<file path="src/rtl/mem_ss_cal_pkg.sv">
// Shared types for the memory-subsystem reset and EMIF calibration sequencer.
// Holds the FSM state encoding, error codes and the CSR status layout.
package mem_ss_cal_pkg;

    typedef enum logic [2:0] {
        S_IDLE,
        S_RST_REQ,
        S_WAIT_CAL,
        S_RETRY,
        S_DONE,
        S_ERR
    } t_cal_state;

    localparam logic [1:0] ERR_NONE = 2'd0;
    localparam logic [1:0] ERR_ACK  = 2'd1;
    localparam logic [1:0] ERR_CAL  = 2'd2;
    localparam logic [1:0] ERR_LOST = 2'd3;

    typedef struct packed {
        logic       busy;
        logic       seq_done;
        logic       seq_err;
        logic [1:0] err_code;
        logic [1:0] retry_cnt;
    } t_cal_status;

    function automatic logic [1:0] sat_inc2(input logic [1:0] v);
        return (v == 2'd3) ? v : v + 2'd1;
    endfunction

endpackage

</file>
<file path="src/rtl/mem_ss_cal_ch_filter.sv">
// Per-channel calibration qualifier: counts consecutive clean pass cycles
// and flags the channel done once the run reaches STABLE_CYC.
module mem_ss_cal_ch_filter #(
    parameter int STABLE_CYC = 3,
    parameter bit IGNORE     = 1'b0
) (
    input  logic clk,
    input  logic rst,
    input  logic clr,
    input  logic en,
    input  logic cal_success,
    input  logic cal_fail,
    output logic done,
    output logic fail
);

    localparam int SW = $clog2(STABLE_CYC + 1);
    localparam logic [SW-1:0] LIM = SW'(STABLE_CYC);

    logic [SW-1:0] cnt;
    logic [SW-1:0] cnt_nxt;
    logic          good;

    assign good = cal_success & ~cal_fail;

    always_comb begin
        cnt_nxt = '0;
        if (good)
            cnt_nxt = (cnt == LIM) ? cnt : cnt + SW'(1);
    end

    // Ignored channels report done as soon as qualification runs.
    always_ff @(posedge clk) begin
        if (rst || clr) begin
            cnt  <= '0;
            done <= 1'b0;
        end else if (en) begin
            cnt  <= cnt_nxt;
            done <= IGNORE ? 1'b1 : (cnt_nxt == LIM);
        end
    end

    assign fail = en & ~IGNORE & cal_fail;

endmodule

</file>
<file path="src/rtl/mem_ss_cal_sequencer.sv">
// Memory-subsystem reset and EMIF calibration sequencer with ack/cal
// timeouts, bounded retry, loss-of-calibration detection and sticky status.
module mem_ss_cal_sequencer
    import mem_ss_cal_pkg::*;
#(
    parameter int                NUM_CH      = 4,
    parameter logic [NUM_CH-1:0] CH_MASK     = '1,
    parameter int                ACK_TIMEOUT = 1024,
    parameter int                CAL_TIMEOUT = 1048576,
    parameter int                STABLE_CYC  = 3,
    parameter int                MAX_RETRY   = 2,
    parameter int                AUTO_START  = 1
) (
    input  logic              clk,
    input  logic              rst,
    input  logic              start,
    output logic              mem_ss_rst_req,
    input  logic              mem_ss_rst_ack_n,
    input  logic [NUM_CH-1:0] cal_success,
    input  logic [NUM_CH-1:0] cal_fail,
    output logic [NUM_CH-1:0] cal_done_mask,
    output logic [NUM_CH-1:0] cal_fail_mask,
    output logic              busy,
    output logic              seq_done,
    output logic              seq_err,
    output logic [1:0]        err_code,
    output logic [1:0]        retry_cnt
);

    localparam int AW = $clog2(ACK_TIMEOUT + 1);
    localparam int CW = $clog2(CAL_TIMEOUT + 1);
    localparam logic [AW-1:0] ACK_LIM = AW'(ACK_TIMEOUT - 1);
    localparam logic [CW-1:0] CAL_LIM = CW'(CAL_TIMEOUT);

    t_cal_state        state, state_nxt;
    logic [AW-1:0]     ack_cnt, ack_cnt_nxt;
    logic [CW-1:0]     cal_cnt, cal_cnt_nxt;
    logic [1:0]        retry_q, retry_nxt;
    logic [1:0]        err_q, err_nxt;
    logic [NUM_CH-1:0] fmask_q, fmask_nxt;
    logic              auto_arm, arm_nxt;
    logic              flt_clr, flt_en;
    logic [NUM_CH-1:0] ch_done, ch_fail, lost;
    logic              all_done, cal_bad;
    t_cal_status       status;

    for (genvar i = 0; i < NUM_CH; i++) begin : g_ch
        mem_ss_cal_ch_filter #(
            .STABLE_CYC (STABLE_CYC),
            .IGNORE     (!CH_MASK[i])
        ) u_flt (
            .clk         (clk),
            .rst         (rst),
            .clr         (flt_clr),
            .en          (flt_en),
            .cal_success (cal_success[i]),
            .cal_fail    (cal_fail[i]),
            .done        (ch_done[i]),
            .fail        (ch_fail[i])
        );
    end

    assign all_done = &(ch_done | ~CH_MASK);
    assign lost     = CH_MASK & (~cal_success | cal_fail);

    always_ff @(posedge clk) begin
        if (rst) begin
            state    <= S_IDLE;
            ack_cnt  <= '0;
            cal_cnt  <= '0;
            retry_q  <= '0;
            err_q    <= ERR_NONE;
            fmask_q  <= '0;
            auto_arm <= (AUTO_START != 0);
        end else begin
            state    <= state_nxt;
            ack_cnt  <= ack_cnt_nxt;
            cal_cnt  <= cal_cnt_nxt;
            retry_q  <= retry_nxt;
            err_q    <= err_nxt;
            fmask_q  <= fmask_nxt;
            auto_arm <= arm_nxt;
        end
    end

    always_comb begin
        state_nxt   = state;
        ack_cnt_nxt = ack_cnt;
        cal_cnt_nxt = cal_cnt;
        retry_nxt   = retry_q;
        err_nxt     = err_q;
        fmask_nxt   = fmask_q;
        arm_nxt     = auto_arm;
        flt_clr     = 1'b0;
        flt_en      = 1'b0;
        cal_bad     = 1'b0;
        unique case (state)
            S_IDLE, S_ERR: begin
                if (start || (state == S_IDLE && auto_arm)) begin
                    state_nxt   = S_RST_REQ;
                    ack_cnt_nxt = '0;
                    retry_nxt   = '0;
                    err_nxt     = ERR_NONE;
                    fmask_nxt   = '0;
                    arm_nxt     = 1'b0;
                    flt_clr     = 1'b1;
                end
            end
            S_RST_REQ: begin
                if (!mem_ss_rst_ack_n) begin
                    state_nxt   = S_WAIT_CAL;
                    cal_cnt_nxt = '0;
                    fmask_nxt   = '0;
                end else if (ack_cnt == ACK_LIM) begin
                    state_nxt = S_ERR;
                    err_nxt   = ERR_ACK;
                end else begin
                    ack_cnt_nxt = ack_cnt + AW'(1);
                end
            end
            S_WAIT_CAL: begin
                flt_en = 1'b1;
                // A failing channel outranks every done bit; done outranks timeout.
                if (|ch_fail) begin
                    fmask_nxt = ch_fail;
                    cal_bad   = 1'b1;
                end else if (all_done) begin
                    state_nxt = S_DONE;
                end else if (cal_cnt == CAL_LIM) begin
                    fmask_nxt = CH_MASK & ~ch_done;
                    cal_bad   = 1'b1;
                end else begin
                    cal_cnt_nxt = cal_cnt + CW'(1);
                end
                if (cal_bad) begin
                    if (int'(retry_q) < MAX_RETRY) begin
                        state_nxt = S_RETRY;
                    end else begin
                        state_nxt = S_ERR;
                        err_nxt   = ERR_CAL;
                    end
                end
            end
            S_RETRY: begin
                state_nxt   = S_RST_REQ;
                retry_nxt   = sat_inc2(retry_q);
                ack_cnt_nxt = '0;
                cal_cnt_nxt = '0;
                flt_clr     = 1'b1;
            end
            S_DONE: begin
                if (|lost) begin
                    state_nxt = S_ERR;
                    err_nxt   = ERR_LOST;
                    fmask_nxt = fmask_q | lost;
                end
            end
            default: state_nxt = S_IDLE;
        endcase
    end

    always_comb begin
        status           = '0;
        status.busy      = (state == S_RST_REQ) ||
                           (state == S_WAIT_CAL) ||
                           (state == S_RETRY);
        status.seq_done  = (state == S_DONE);
        status.seq_err   = (state == S_ERR);
        status.err_code  = err_q;
        status.retry_cnt = retry_q;
    end

    assign mem_ss_rst_req = (state == S_RST_REQ);
    assign cal_done_mask  = ch_done;
    assign cal_fail_mask  = fmask_q;
    assign busy           = status.busy;
    assign seq_done       = status.seq_done;
    assign seq_err        = status.seq_err;
    assign err_code       = status.err_code;
    assign retry_cnt      = status.retry_cnt;

endmodule

</file>
<file path="config.mk">
export PLATFORM = sky130hd
export DESIGN_NAME = mem_ss_cal_sequencer
export DESIGN_NICKNAME = d
export VERILOG_FILES = /design/src/rtl/mem_ss_cal_pkg.sv /design/src/rtl/mem_ss_cal_ch_filter.sv /design/src/rtl/mem_ss_cal_sequencer.sv
export SDC_FILE = /design/constraint.sdc
export NUM_CORES = 1
export LEC_CHECK = 0
export ABC_CLOCK_PERIOD_IN_PS = 2900
export BUFFER_PORTS_ARGS = -buffer_cell sky130_fd_sc_hd__buf_2
export CORE_MARGIN = 8
export CORE_UTILIZATION = 55
export DETAILED_ROUTE_END_ITERATION = 16
export PLACE_DENSITY = 0.74
export SLEW_MARGIN = 20
export SYNTH_ARGS = -nofsm -noshare
export SYNTH_HDL_FRONTEND = slang
export SYNTH_SLANG_ARGS = --single-unit
</file>
<file path="constraint.sdc">
create_clock -name clk -period 2.9 [get_ports clk]
set_input_delay 0.145 -clock clk [delete_from_list [all_inputs] [get_ports clk]]
set_output_delay 0.145 -clock clk [all_outputs]
set_load 0.02 [all_outputs]
</file>
==> flow_summary.rst <==
.. list-table::
   :header-rows: 1

   * - Metric
     - Value
   * - Clock transition time at the flip-flop clock pins of the worst setup and hold paths
     - ~0.1 ns
   * - Remaining global-route overflow
     - 0
   * - Final GP Congestion
     - 0.963
   * - Initial standard-cell utilization of the core
     - a little under three fifths
   * - DR vias/cell
     - ~6.3
   * - CTS root buffer
     - clkbuf_8
   * - Multi-input gate area in the final layout
     - 0.00192 mm2
   * - Transition time of the tightest slew-check pin
     - roughly 0.85 ns
   * - Avg Synthesized Cell Area
     - between 7 and 8 um2
   * - Top fanout value on the critical path
     - 19
   * - Worst slew margin relative to its limit
     - a little over two fifths
   * - Most common library cell in the layout ignoring fill and taps
     - dfxtp_1
   * - Storage element area
     - 0.00112 mm2
   * - Final Setup Violations
     - 0
   * - Count of mapped cells out of synthesis
     - a little over 400
   * - Endpoint type of the worst setup path
     - register
   * - Port bufs
     - 27
   * - Antenna violations before repair
     - 0
   * - Max-slew violation count
     - 0
   * - Cell Pwr Density
     - just under 600 mW/mm2
   * - Number of warnings reported in the yosys synthesis log
     - 0
   * - Fmax
     - 395 MHz
   * - Number of cell rows
     - 27
   * - Number of non-filler instances in the completed layout
     - 493
   * - Worst Path Class, Setup
     - register to register
   * - RSZ-0062 raised after global routing
     - no
   * - Accumulated negative setup slack
     - 0 ns
   * - Hpwl dp
     - around 5500 um
   * - Placed instance count
     - 485
   * - Proportion of power drawn by flip-flops and latches
     - 43.7%
   * - TritonCTS clock tree
     - built
   * - Max clock buf depth
     - 2
   * - Reg-to-reg critical path startpoint
     - state[2]
   * - Antenna Violating Nets Remaining
     - 0
   * - Synthesized net count
     - 422
   * - Count of cells resized by post-cts repair
     - 0
   * - Setup bufs post-CTS
     - 0
   * - Core region area
     - approximately 0.0056 mm2
   * - Hold_ws
     - 0.223 ns
   * - Worst reg2reg setup slack
     - roughly 0.37 ns
   * - Launch instance of the worst min-delay path
     - cal_fail[3]
   * - Fillers
     - 535
   * - Number of synthesized register bits
     - 56
   * - Die Height
     - ~92 um
   * - Pin count of the biggest net entering global routing
     - 24
   * - Fraction of power consumed by combinational cells
     - between 30% and 40%
   * - Worst EP arrival
     - between 2 and 3 ns
   * - Worst skew pair latency
     - between 0.3 and 0.4 ns
   * - Number of sinks driven by the clock tree
     - 56
   * - Reg-to-reg critical path endpoint
     - ack_cnt[8]
   * - Max rail drop VDD
     - ~0.00037 V
   * - Commonest cells after routing, fill and taps aside
     - dfxtp_1, a21oi_1, nand2_1, buf_2, nand3_1
   * - Result of the run
     - finished, final reports clean
   * - Total Die Area
     - 0.00851 mm2
   * - Share of layout cells above drive strength 1
     - between 10% and 20%
   * - Drt first-iter violations
     - 201
   * - Number of H-tree levels
     - 2
   * - Hold-critical path depth
     - 4
   * - Total net switching power
     - about 0.00073 W
   * - Via count of the first global-routing pass
     - approximately 2900
   * - Die width
     - 92.2 um
   * - Static Leak
     - 1.13 nW
   * - Startpoint types
     - register
   * - Via count of the routed design
     - roughly 3100
   * - Predominant post-synthesis flop cell
     - dfxtp_1
   * - Number of hold buffers added after CTS
     - 0
   * - Sequential element share of the synthesized area
     - 35.1%
   * - Post-Synthesis Cell Area
     - around 0.0032 mm2
   * - Final clock skew
     - a little under 0.01 ns
   * - Nets@finish
     - 436
   * - Length in cells of the worst reg-to-reg path
     - 6
   * - Number of distinct library cell variants in the gate-level netlist after synthesis
     - 50
   * - Cts bufs inserted
     - 5
   * - Share of async-settable or async-resettable flops after synthesis
     - 0%
   * - First-pass GRT wire length
     - ~13000 um
   * - Count of max-cap constraint violations
     - 0
   * - Required time of the critical path
     - about 3.1 ns
   * - Clock network fraction of total power
     - about a quarter
   * - DRT Pass-1 Iters
     - 4
   * - Inserted Diodes
     - 0
   * - Minimum clock period
     - between 2 and 3 ns
   * - Average wire length per cell after detail routing
     - ~16 um
   * - Worst min-delay path category
     - primary input to register
   * - Net Sw Frac
     - a little over a third
   * - Final period util
     - ~87%
   * - Detailed-route DRC error count
     - 0
   * - Top Ports
     - 28
   * - Area growth from synthesis to layout
     - 8.46%
   * - Endpoint with the worst hold slack
     - g_ch[3].u_flt.cnt[1]
   * - Number of enable-type register cells in the synthesized netlist
     - 0
   * - Total wire length
     - ~7700 um
   * - Cell-internal power
     - between 0.001 and 0.0015 W
   * - Final hold violation count
     - 0
   * - Global-route usage over all layers
     - a little under a fifth
-- synth_stat cells, types with 4 or more instances --
library cell | instances | area share (%)
o31ai_1 | 16 | 3.8
nand4_1 | 11 | 2.2
inv_1 | 11 | 1.3
o21ai_0 | 11 | 1.7
mux2i_1 | 7 | 2.2
and4_1 | 6 | 1.6
ha_1 | 4 | 1.6
clkbuf_1 | 17 | 2.0
or3_1 | 8 | 1.6
nor3_1 | 18 | 2.8
dfxtp_1 | 56 | 35
nor4_1 | 14 | 2.7
nor2_1 | 20 | 2.3
buf_4 | 4 | 0.94
nor2b_1 | 5 | 0.98
a21oi_1 | 45 | 7.0
nor4b_1 | 7 | 1.9
or4_1 | 17 | 4.0
nand3_1 | 26 | 4.1
nand3b_1 | 4 | 0.94
nand2b_1 | 17 | 3.3
nand2_1 | 36 | 4.2
-- worst max-delay path: stages, from the launching register on --
cell and delay [ns]:
dfxtp_1 0.70, clkinv_1 0.38, nand3_1 0.24, inv_1 0.11, and2_1 0.33, or4_1 0.52
a21oi_1 0.16
-- flip-flops by register name, summed over array words and instances, names as in the netlist --
register,flops
g_ch.u_flt.cnt,8
state,3
retry_cnt,2
err_code,2
ack_cnt,11
auto_arm,1
cal_fail_mask,4
cal_cnt,21
g_ch.u_flt.done,4
-- metrics by stage --
stage                     setup slack [ns]  area, um2  total power, W  utilization [%]
after global placement               0.575       3340         0.00151             60.0
after floorplan                      0.515       3200         0.00136                -
after global routing                 0.100       3470         0.00217             62.2
after detailed placement             0.438       3340         0.00152             60.0
final                                0.370       3470         0.00205             62.2
after CTS                            0.406       3470         0.00206             62.2
-- kinds of logic after synthesis --
logic type | count (synthesis) | share of synthesized area, %
flip-flops | 56 | 35.1
adder cells (fa/ha/maj) | 4 | 1.57
multiplexers | 8 | 2.55
AO/OA/AOI/OAI | 98 | 19.4
buffers and inverters | 37 | 5.13
XOR/XNOR | 3 | 0.822
AND/OR/NAND/NOR | 200 | 35.4
-- routing by layer --
metal / global-route usage [%] / routed length (um) / vias up
met5: 0 / 0 / -
met4: 4.56 / 70 / 0
li1: - / - / 1551
met1: 25.0 / 3710 / 1484
met3: 3.18 / 349 / 7
met2: 29.7 / 3540 / 76
-- power by group through the flow --
stage | logic (W) | clock network, W | registers [W]
floorplan | 0.000457 | 0 | 0.000900
finish | 0.000618 | 0.000535 | 0.000897
global route | 0.000685 | 0.000579 | 0.000907
detailed placement | 0.000612 | 0 | 0.000912
CTS | 0.000618 | 0.000546 | 0.000896
global placement | 0.000604 | 0 | 0.000907
-- cell type report --
cell class	count	share of cell area, %
Multi-Input combinational cell	313	55.3
Sequential cell	56	32.3
Timing Repair Buffer	32	4.98
Tap cell	72	2.60
Clock buffer	6	2.38
Inverter	12	1.30
Clock inverter	2	1.12
-- how the worst max path moves through the flow --
stage / startpoint / endpoint / slack, ns
floorplan: state[2] / ack_cnt[3] / 0.51
finish: state[2] / ack_cnt[8] / 0.37
global placement: state[2] / ack_cnt[4] / 0.57
CTS: state[2] / ack_cnt[8] / 0.41
detailed placement: state[2] / ack_cnt[8] / 0.44
global route: state[2] / ack_cnt[3] / 0.10
Note: power is estimated with default switching activity, not from simulation.
